[src/rtl/serial_adder_ctrl.sv]
// serial_adder_ctrl: bit-serial add/subtract unit.
// One 1-bit full-adder slice is reused over WIDTH cycles, LSB first.
// Operands sit in right-shifting registers. Each result bit enters the
// sum register at its MSB end, so after WIDTH shifts the result is in
// the correct bit order. A subtract is done as A + ~B + 1: the
// inverted B is latched and the carry flop is preset to 1.
module serial_adder_ctrl #(
  parameter int WIDTH = 8
) (
  input  logic             clk,
  input  logic             rst,
  input  logic             start,
  input  logic [WIDTH-1:0] a,
  input  logic [WIDTH-1:0] b,
  input  logic             sub,
  output logic             busy,
  output logic             done,
  output logic [WIDTH-1:0] sum,
  output logic             cout,
  output logic             ovf
);

  // The counter must hold WIDTH without wrapping. It is only ever
  // compared against WIDTH-1.
  localparam int CNT_W = $clog2(WIDTH + 1);

  typedef enum logic [1:0] {
    S_IDLE = 2'd0,
    S_RUN  = 2'd1,
    S_DONE = 2'd2
  } state_e;

  state_e             state_q, state_d;
  logic [WIDTH-1:0]   opa_q, opa_d;
  logic [WIDTH-1:0]   opb_q, opb_d;
  logic               carry_q, carry_d;
  logic [CNT_W-1:0]   cnt_q, cnt_d;
  logic [WIDTH-1:0]   sum_q, sum_d;
  logic               cout_q, cout_d;
  logic               ovf_q, ovf_d;
  logic               busy_q, busy_d;
  logic               done_q, done_d;

  // Shared full-adder slice and last-step detection.
  logic slice_s;
  logic slice_c;
  logic last_step;

  // The single full-adder slice, fed by the operand LSBs and the carry flop.
  always_comb begin
    slice_s   = opa_q[0] ^ opb_q[0] ^ carry_q;
    slice_c   = (opa_q[0] & opb_q[0]) | (opa_q[0] & carry_q) | (opb_q[0] & carry_q);
    last_step = (cnt_q == CNT_W'(WIDTH - 1));
  end

  // Next-state and next-datapath logic. busy and done are computed from
  // the state being entered, so that they come out of flops.
  always_comb begin
    // NOTE: every signal gets a default first. A path that leaves one
    // unassigned would infer a latch.
    state_d = state_q;
    opa_d   = opa_q;
    opb_d   = opb_q;
    carry_d = carry_q;
    cnt_d   = cnt_q;
    sum_d   = sum_q;
    cout_d  = cout_q;
    ovf_d   = ovf_q;
    busy_d  = 1'b0;
    done_d  = 1'b0;

    unique case (state_q)
      S_IDLE: begin
        if (start) begin
          opa_d   = a;
          opb_d   = sub ? ~b : b;
          carry_d = sub;
          cnt_d   = '0;
          sum_d   = '0;
          cout_d  = 1'b0;
          ovf_d   = 1'b0;
          state_d = S_RUN;
          busy_d  = 1'b1;
        end
      end

      S_RUN: begin
        // Shift right and insert the new bit at the MSB. Written this way
        // so the shift stays legal when WIDTH is 1.
        sum_d            = sum_q >> 1;
        sum_d[WIDTH-1]   = slice_s;
        opa_d            = opa_q >> 1;
        opb_d            = opb_q >> 1;
        carry_d          = slice_c;
        cnt_d            = cnt_q + CNT_W'(1);
        if (last_step) begin
          cout_d  = slice_c;
          // On the MSB step, carry_q is the carry into the MSB.
          ovf_d   = carry_q ^ slice_c;
          state_d = S_DONE;
          done_d  = 1'b1;
        end else begin
          busy_d  = 1'b1;
        end
      end

      S_DONE: begin
        state_d = S_IDLE;
      end

      default: begin
        state_d = S_IDLE;
      end
    endcase
  end

  // State register with synchronous reset. A reset aborts any operation in flight.
  always_ff @(posedge clk) begin
    // NOTE: sequential state is updated with non-blocking assignments only,
    // so every flop samples the values from before this edge.
    if (rst) begin
      // NOTE: the operand, carry and counter flops are also cleared. They
      // are reloaded on every accepting edge, but clearing them keeps the
      // idle datapath deterministic after power-up.
      state_q <= S_IDLE;
      opa_q   <= '0;
      opb_q   <= '0;
      carry_q <= 1'b0;
      cnt_q   <= '0;
      sum_q   <= '0;
      cout_q  <= 1'b0;
      ovf_q   <= 1'b0;
      busy_q  <= 1'b0;
      done_q  <= 1'b0;
    end else begin
      state_q <= state_d;
      opa_q   <= opa_d;
      opb_q   <= opb_d;
      carry_q <= carry_d;
      cnt_q   <= cnt_d;
      sum_q   <= sum_d;
      cout_q  <= cout_d;
      ovf_q   <= ovf_d;
      busy_q  <= busy_d;
      done_q  <= done_d;
    end
  end

  assign busy = busy_q;
  assign done = done_q;
  assign sum  = sum_q;
  assign cout = cout_q;
  assign ovf  = ovf_q;

endmodule

[config.mk]
export PLATFORM = sky130hd
export DESIGN_NAME = serial_adder_ctrl
export DESIGN_NICKNAME = d
export VERILOG_FILES = /design/src/rtl/serial_adder_ctrl.sv
export SDC_FILE = /design/constraint.sdc
export NUM_CORES = 1
export LEC_CHECK = 0
export CAP_MARGIN = 20
export CELL_PAD_IN_SITES_DETAIL_PLACEMENT = 0
export CELL_PAD_IN_SITES_GLOBAL_PLACEMENT = 2
export CORE_MARGIN = 2
export CORE_UTILIZATION = 33
export DETAILED_ROUTE_END_ITERATION = 7
export DONT_BUFFER_PORTS = 1
export GPL_TIMING_DRIVEN = 0
export PLACE_DENSITY = 0.75
export SYNTH_ARGS = -nofsm -noshare
export SYNTH_HDL_FRONTEND = slang
export SYNTH_SLANG_ARGS = --single-unit
[constraint.sdc]
create_clock -name clk -period 1.1 [get_ports clk]
set_input_delay 0.22 -clock clk [delete_from_list [all_inputs] [get_ports clk]]
set_output_delay 0.22 -clock clk [all_outputs]
set_load 0.005 [all_outputs]
Word level (Yosys, flattened, before mapping)

Index checks and enable logic that the tools add are counted.

Add/subtract/negate cells: 1
$mul: 0
Div/mod/pow operators: 0
$lt $le $gt $ge: 0
Equal/unequal tests: 4
Shifts and indexed selects: 0
Mux-type cells: 23
Bitwise gates (word level): 10
Reductions and logical operators: 6

Operators by type and width:

| cell                                                | number |
|---|---|
| one-hot mux 8 bit (2 select lines)                  | 3 |
| two-way mux 8 bit                                   | 4 |
| NOT 8 bit                                           | 1 |
| one-hot mux 1 bit (2 select lines)                  | 4 |
| one-hot mux 4 bit (2 select lines)                  | 1 |
| two-way mux 1 bit                                   | 7 |
| adder 4 x 1 -> 4 bit, second input constant         | 1 |
| equality test 4 x 3 -> 1 bit, second input constant | 1 |
| two-way mux 2 bit                                   | 2 |
| two-way mux 4 bit                                   | 1 |
| inequality test 2 bit, second input constant        | 2 |
| one-hot mux 2 bit (2 select lines)                  | 1 |
| AND reduction 2 bit                                 | 2 |
| bitwise AND 1 bit                                   | 3 |
| AND reduction 3 bit                                 | 1 |
| XOR 1 bit                                           | 3 |
| equality test 2 x 1 -> 1 bit, second input constant | 1 |
| logical NOT 2 bit                                   | 1 |
| OR 1 bit                                            | 2 |
| nonzero test 2 bit                                  | 1 |
| OR reduction 2 bit                                  | 1 |
| NOT 1 bit                                           | 1 |

Register bits after elaboration: 35
Bits in latches: 0
Bits in writable memories: 0
ROM bits: 0
Word-level logic and storage cells: 54
Memories kept: 0

Logic depth before layout (Yosys ltp)

Gate-level depths: netlist (run 1).

Depth after elaboration: 6
Gate-level depth with buffers: 5

Least setup slack after synthesis (run 1)

Ideal clock, no wire load.

Path kind: reg-to-reg
Start point: register state_q[0]
End point: register opb_q[5]
Library setup time: 0.122 ns
Data arrival time: 1.103 ns
Required time: 0.978 ns
Setup slack: -0.125 ns
Cell stages (with the launch flop): 6
Period minus slack after synthesis: 1.225 ns
Cell sequence: dfxtp_1 -> buf_2 -> o21ba_2 -> nor2_2 -> buf_4 -> a221o_1

Cells in the longest elaborated chain, start to end: 3
Elaborated cells between the ends (all ways): 6

Ends and longest elaborated chain:

| item                                                                         | line | RTL |
|---|---|---|
| from (decl)                                                                  | 33   | `state_e state_q, state_d;` |
| from (signal assigned)                                                       | 136  | `state_q <= state_d;` |
| equality test 2 x 1 -> 1 bit / logical NOT 2 bit (equally long branches)     | 72   | `unique case (state_q)` |
| nonzero test 2 bit (no line) / inequality test 2 bit (equally long branches) | n/a  |  |
| AND reduction 2 bit (no line)                                                | n/a  |  |
| to (signal assigned)                                                         | 138  | `opb_q <= opb_d;` |
| to (decl)                                                                    | 35   | `logic [WIDTH-1:0] opb_q, opb_d;` |

Parallel ways exist; a longest one is shown, timed or not.
A chain may end at the register's enable or synchronous reset.

Final worst setup path (run 1)

Start point: register state_q[0]
End point: register opb_q[0]

Same word-level chain as after synthesis.

==> results of run 1 <==
## kinds of logic after synthesis
logic type | after synthesis | synth area share, %
XOR/XNOR | 9 | 5.41
AND/OR/NAND/NOR | 47 | 16.3
flip-flops | 35 | 48.1
adder cells (fa/ha/maj) | 2 | 2.23
buffers and inverters | 14 | 4.89
AO/OA/AOI/OAI | 42 | 22.4
multiplexers | 1 | 0.687
## cell type report
class | instances | area (sq um) | area share, %
tap | 52 | 65.1 | 3.11
sequential | 35 | 711 | 34.0
multi-input combinational | 101 | 888 | 42.5
clock inverter | 2 | 35.0 | 1.68
buffer | 10 | 92.6 | 4.43
timing repair buffer | 19 | 208 | 9.94
inverter | 2 | 7.51 | 0.359
clock buffer | 6 | 82.6 | 3.95
## cell usage after synthesis (all sizes together), types with 2 or more instances
master / instances / share of area, %
a21oi: 8 / 2.7
nand2: 9 / 2.3
nor3b: 2 / 1.8
a211oi: 8 / 4.1
clkbuf: 2 / 0.60
xnor2: 7 / 4.2
a22oi: 2 / 1.0
nor3: 5 / 1.7
buf: 10 / 3.8
nand2b: 2 / 0.86
a31oi: 2 / 0.86
a221o: 7 / 4.8
a22o: 9 / 5.4
xor2: 2 / 1.2
nand3: 5 / 1.7
nor2: 19 / 5.1
inv: 2 / 0.52
dfxtp: 35 / 48
## routing by layer
layer / vias up / share of wire [%] / routed length (um)
li1: 597 / - / -
met1: 600 / 45 / 1620
met2: 33 / 48 / 1740
met3: 2 / 5.9 / 211
met4: 0 / 0.67 / 24
met5: - / 0 / 0
## worst max path at each step
stage | slack (ns) | cells after the start | end | start
after CTS | -0.16 | 4 | ovf | carry_q
final | -0.15 | 5 | opb_q[0] | state_q[0]
after detailed placement | -0.18 | 5 | opa_q[2] | state_q[1]
after global routing | -0.21 | 4 | ovf | opb_q[0]
after floorplan | -0.07 | 4 | opb_q[0] | state_q[0]
after global placement | -0.18 | 5 | opa_q[6] | state_q[0]
## report_power, final
part / internal (uW) / total [uW] / switching [uW]
Combinational: 234 / 438 / 204
Sequential: 1330 / 1380 / 48.0
Clock: 733 / 1190 / 457
Total: 2300 / 3010 / 709
## stage by stage
| step | util (%) | cell area, sq um | total power (uW) | setup slack [ns] |
|---|---|---|---|---|
| floorplan | - | 1500 | 1610 | -0.0719 |
| global route | 48.7 | 2090 | 3130 | -0.208 |
| detailed placement | 36.5 | 1570 | 1670 | -0.184 |
| CTS | 46.4 | 1990 | 2990 | -0.162 |
| global placement | 36.5 | 1570 | 1670 | -0.178 |
| finish | 48.7 | 2090 | 3010 | -0.146 |
## registers in the layout (all words and copies together) (netlist names)
signal	flops
carry_q	1
opb_q	8
cnt_q	4
sum	8
opa_q	8
cout	1
busy	1
ovf	1
done	1
state_q	2
## repair_timing
action / 4_1_cts / 5_1_grt
cloned: 3 / 1
pin swaps: 26 / 12
buffers inserted: 12 / 3
endpoints found under the setup margin: 35 / 35
gates resized for setup: 53 / 20
==> flow_metrics.env, run 1 <==
export IMPL_outcome="complete, but fails checks"
export IMPL_violations="negative setup slack"
export IMPL_wl_per_cell_um=15.8
export IMPL_grt_max_degree=12
export IMPL_final_common_cell="dfxtp_1"
export IMPL_tightestPinTransition_ns=0.651
export IMPL_clk_path_buf_depth=2
export IMPL_firstDrtPassIters=4
export IMPL_cp_end_kind="flip-flop"
export IMPL_syn_cell_area_sq_um=1460
export IMPL_dp_cells=202
export IMPL_top_usage_layer="met2"
export IMPL_grt_antenna_before_repair=0
export IMPL_hp_class="primary input to flip-flop"
export IMPL_routed_wl_mm=3.60
export IMPL_antenna_left=0
export IMPL_synth_cell_type_count=36
export IMPL_cts_tree="built"
export IMPL_async_flop_share_pct=0
export IMPL_design_die_area_sq_um=4960
export IMPL_path_cells="buf_6, o21ba_4, nor2_4, buf_12, a221o_1"
export IMPL_cts_sinks=35
export IMPL_fin_crit_sh_pct=113
export IMPL_avgSynthCellArea_sq_um=9.72
export IMPL_r2r_slack_ns=-0.15
export IMPL_holdCritStartpoint="a[7]"
export IMPL_worstRegToRegCells=5
export IMPL_grt_setup_unrepaired="yes"
export IMPL_viasPerCell=5.43
export IMPL_cp_start_kind="flip-flop"
export IMPL_drive_above_1_share_pct=50.9
export IMPL_critPathTopFamily="compound AO/OA/AOI/OAI gates"
export IMPL_first_iter_violations=44
export IMPL_die_h_um=70.5
export IMPL_netlist_instances=150
export IMPL_start_util_pct=33.9
export IMPL_clk_latency_ns=0.28
export IMPL_grt_pass1_wl_mm=6.00
export IMPL_die_w_um=70.5
export IMPL_grtUsageMet1_pct=19.6
export IMPL_setup_violations=31
export IMPL_critPathMaxFanout=6
export IMPL_ys_warn_count=0
export IMPL_core_sq_um=4290
export IMPL_cts_root_buf="clkbuf_8"
export IMPL_syn_to_final_growth_pct=43.3
export IMPL_synth_nets=172
export IMPL_arrival_ns=1.42
export IMPL_final_cell_count_no_fill=227
export IMPL_max_stage_delay_ns=0.34
export IMPL_worstPathRequired_ns=1.27
export IMPL_hold_viol=0
export IMPL_yosysSeqAreaShare_pct=48.1
export IMPL_path_buf_inv=2
export IMPL_num_rows=24
export IMPL_fin_nets=196
export IMPL_io_buffers=0
export IMPL_grt_pass1_vias=1243
export IMPL_timing_hold_ws_ns=0.0734
export IMPL_vias=1232
export IMPL_gp_congestion=0.718
export IMPL_htree_levels=2
export IMPL_p_leak_uw=0.000806
export IMPL_grt_use_met3_pct=5.63
export IMPL_mostFrequentLayoutCells="dfxtp_1, buf_6, nor2_1"
export IMPL_use_met2_pct=24.1
export IMPL_overflow=0
export IMPL_synth_edf_count=0
export IMPL_ir_drop_uv=645
export IMPL_crit_path_top_delay_cell="dfxtp_2"
export IMPL_synth_ff_type="dfxtp_1"
export IMPL_max_slew_margin_rel_pct=56.6
export IMPL_clk_pin_slew_ns=0.07
export IMPL_hpwl_mm=2.19
export IMPL_fin_ws_ns=-0.146
export IMPL_skew_ns=0.00595
export IMPL_remaining_drc_errors=0
export IMPL_min_to="opa_q[7]"
export IMPL_drv_cap=0
export IMPL_reg2reg_to="opb_q[0]"
export IMPL_fmax_mhz=803
export IMPL_diodes=0
export IMPL_r2r_start="state_q[0]"
export IMPL_tns_ns=-2.30
export IMPL_hold_depth=2
export IMPL_power_density_nw_per_um2=1440
export IMPL_io_pin_count=32
export IMPL_fillers=414
export IMPL_drv_slew=0
export IMPL_critical_path_class="flip-flop to flip-flop"
export IMPL_ctsHoldBuffers=0
export IMPL_grt_use_total_pct=15.5
export IMPL_post_route_min_period_ns=1.25
export IMPL_cts_buffers=5
export IMPL_synth_seq_cells=35
Power figures use the tool's default switching activity.
==> inputs of run 2 (changes only) <==
- CORE_UTILIZATION: 33 -> 37
- PLACE_DENSITY: 0.75 -> 0.79
- clock period: 1.1 -> 1.28 ns (I/O delays scaled with it)
==> flow_metrics.env, run 2 (synthesis gave the netlist of run 1 again) <==
export IMPL_outcome="complete, no violations"
export IMPL_tightestPinTransition_ns=0.528
export IMPL_holdCritStartpoint="a[0]"
export IMPL_drv_cap=0
export IMPL_crit_top_cell="buf_6"
export IMPL_die_h_um=66.8
export IMPL_power_total_uw=2610
export IMPL_clk_latency_ns=0.28
export IMPL_drive_above_1_share_pct=22.6
export IMPL_r2r_start="state_q[0]"
export IMPL_design_die_area_sq_um=4460
export IMPL_skew_ns=0.00529
export IMPL_io_buffers=0
export IMPL_fin_nets=180
export IMPL_hpwl_mm=2.24
export IMPL_fin_crit_sh_pct=98.0
export IMPL_fmax_mhz=797
export IMPL_routed_wl_mm=3.23
export IMPL_drv_slew=0
export IMPL_gp_congestion=0.763
export IMPL_power_density_nw_per_um2=1490
export IMPL_critical_path_class="flip-flop to flip-flop"
export IMPL_arrival_ns=1.43
export IMPL_overflow=0
export IMPL_path_buf_inv=2
export IMPL_die_w_um=66.8
export IMPL_crit_path_start="state_q[0]"
export IMPL_cp_start_kind="flip-flop"
export IMPL_cts_root_buf="clkbuf_8"
export IMPL_grt_max_degree=13
export IMPL_syn_to_final_growth_pct=20.3
export IMPL_wl_per_cell_um=15.6
export IMPL_max_slew_margin_rel_pct=64.8
export IMPL_first_iter_violations=20
export IMPL_cts_buffers=5
export IMPL_remaining_drc_errors=0
export IMPL_post_route_min_period_ns=1.25
export IMPL_pre_cts_ws_ns=-0.151
export IMPL_grt_antenna_before_repair=0
export IMPL_max_stage_delay_ns=0.36
export IMPL_start_util_pct=39.2
export IMPL_cts_tree="built"
export IMPL_ir_drop_uv=656
export IMPL_ctsHoldBuffers=0
export IMPL_clk_pin_slew_ns=0.07
export IMPL_path_cells="buf_6, o21ba_4, nor2_4, buf_6, a221o_1"
export IMPL_critPathMaxFanout=10
export IMPL_firstDrtPassIters=4
export IMPL_placed_cell_area_sq_um=1520
export IMPL_fin_ws_ns=0.0250
export IMPL_vias=1124
export IMPL_grt_use_total_pct=16.3
export IMPL_grt_pass1_vias=1136
export IMPL_htree_levels=2
export IMPL_setup_violations=0
export IMPL_worstPathRequired_ns=1.46
export IMPL_final_area_sq_um=1750
export IMPL_cp_end_kind="flip-flop"
export IMPL_antenna_left=0
export IMPL_viasPerCell=5.43
export IMPL_cts_sinks=35
export IMPL_mostFrequentLayoutCells="dfxtp_1, nor2_1, nand2_1, a22o_1, a21oi_1"
export IMPL_clk_path_buf_depth=2
export IMPL_hp_class="primary input to flip-flop"
export IMPL_final_core_util_pct=47.2
export IMPL_num_rows=22
export IMPL_critPathTopFamily="compound AO/OA/AOI/OAI gates"
export IMPL_io_pin_count=32
export IMPL_timing_hold_ws_ns=0.102
export IMPL_final_common_cell="dfxtp_1"
export IMPL_hold_viol=0
export IMPL_crit_path_top_delay_cell="dfxtp_1"
export IMPL_p_leak_uw=0.000682
export IMPL_grt_pass1_wl_mm=5.35
export IMPL_core_sq_um=3720
export IMPL_diodes=0
[run 2: repair_timing]
item,in CTS,in global routing
buffers inserted,1,1
cloned,0,0
setup endpoints to repair,27,27
pin swaps,0,9
endpoints found under the hold margin,0,0
resized for setup,14,17
[run 2: path summary, 6_finish.rpt]
kind,cells after the start,slack (ns),endpoint
worst max-delay path,5,0.03,opb_q[5]
worst min-delay path,2,0.10,opa_q[0]
worst max register to register,5,0.03,opb_q[5]
worst min register to register,1,0.50,opb_q[5]
[run 2: layer usage]
layer  GRT usage, %  vias to the layer above  part of all wire [%]
met5              0                        -                     0
met4           5.36                        0                  0.96
met3           6.76                        4                   5.0
met2           25.1                       25                    48
met1           20.6                      535                    46
li1               -                      560                     -
[run 2: layout make-up]
type | instances | area, sq um
buffer | 11 | 90.1
clock buffer | 5 | 68.8
clock inverter | 3 | 67.6
fill | 372 | 1960
inverter | 2 | 7.51
multi-input combinational | 101 | 741
sequential | 35 | 704
tap | 48 | 60.1
timing repair buffer | 2 | 15.0
[run 2: report_power, final]
group	leakage, uW	total, uW	internal, uW	switching, uW
combinational	0.000330	256	124	132
clock	0.0000644	1180	777	401
sequential	0.000287	1180	1140	37.0
total	0.000682	2610	2040	570
[run 2: per-stage QoR]
step,instances,setup TNS [ns]
after global routing,207,-0.0408
after global placement,198,-1.45
after detailed placement,198,-2.00
after CTS,207,0
final,207,0
after floorplan,150,0
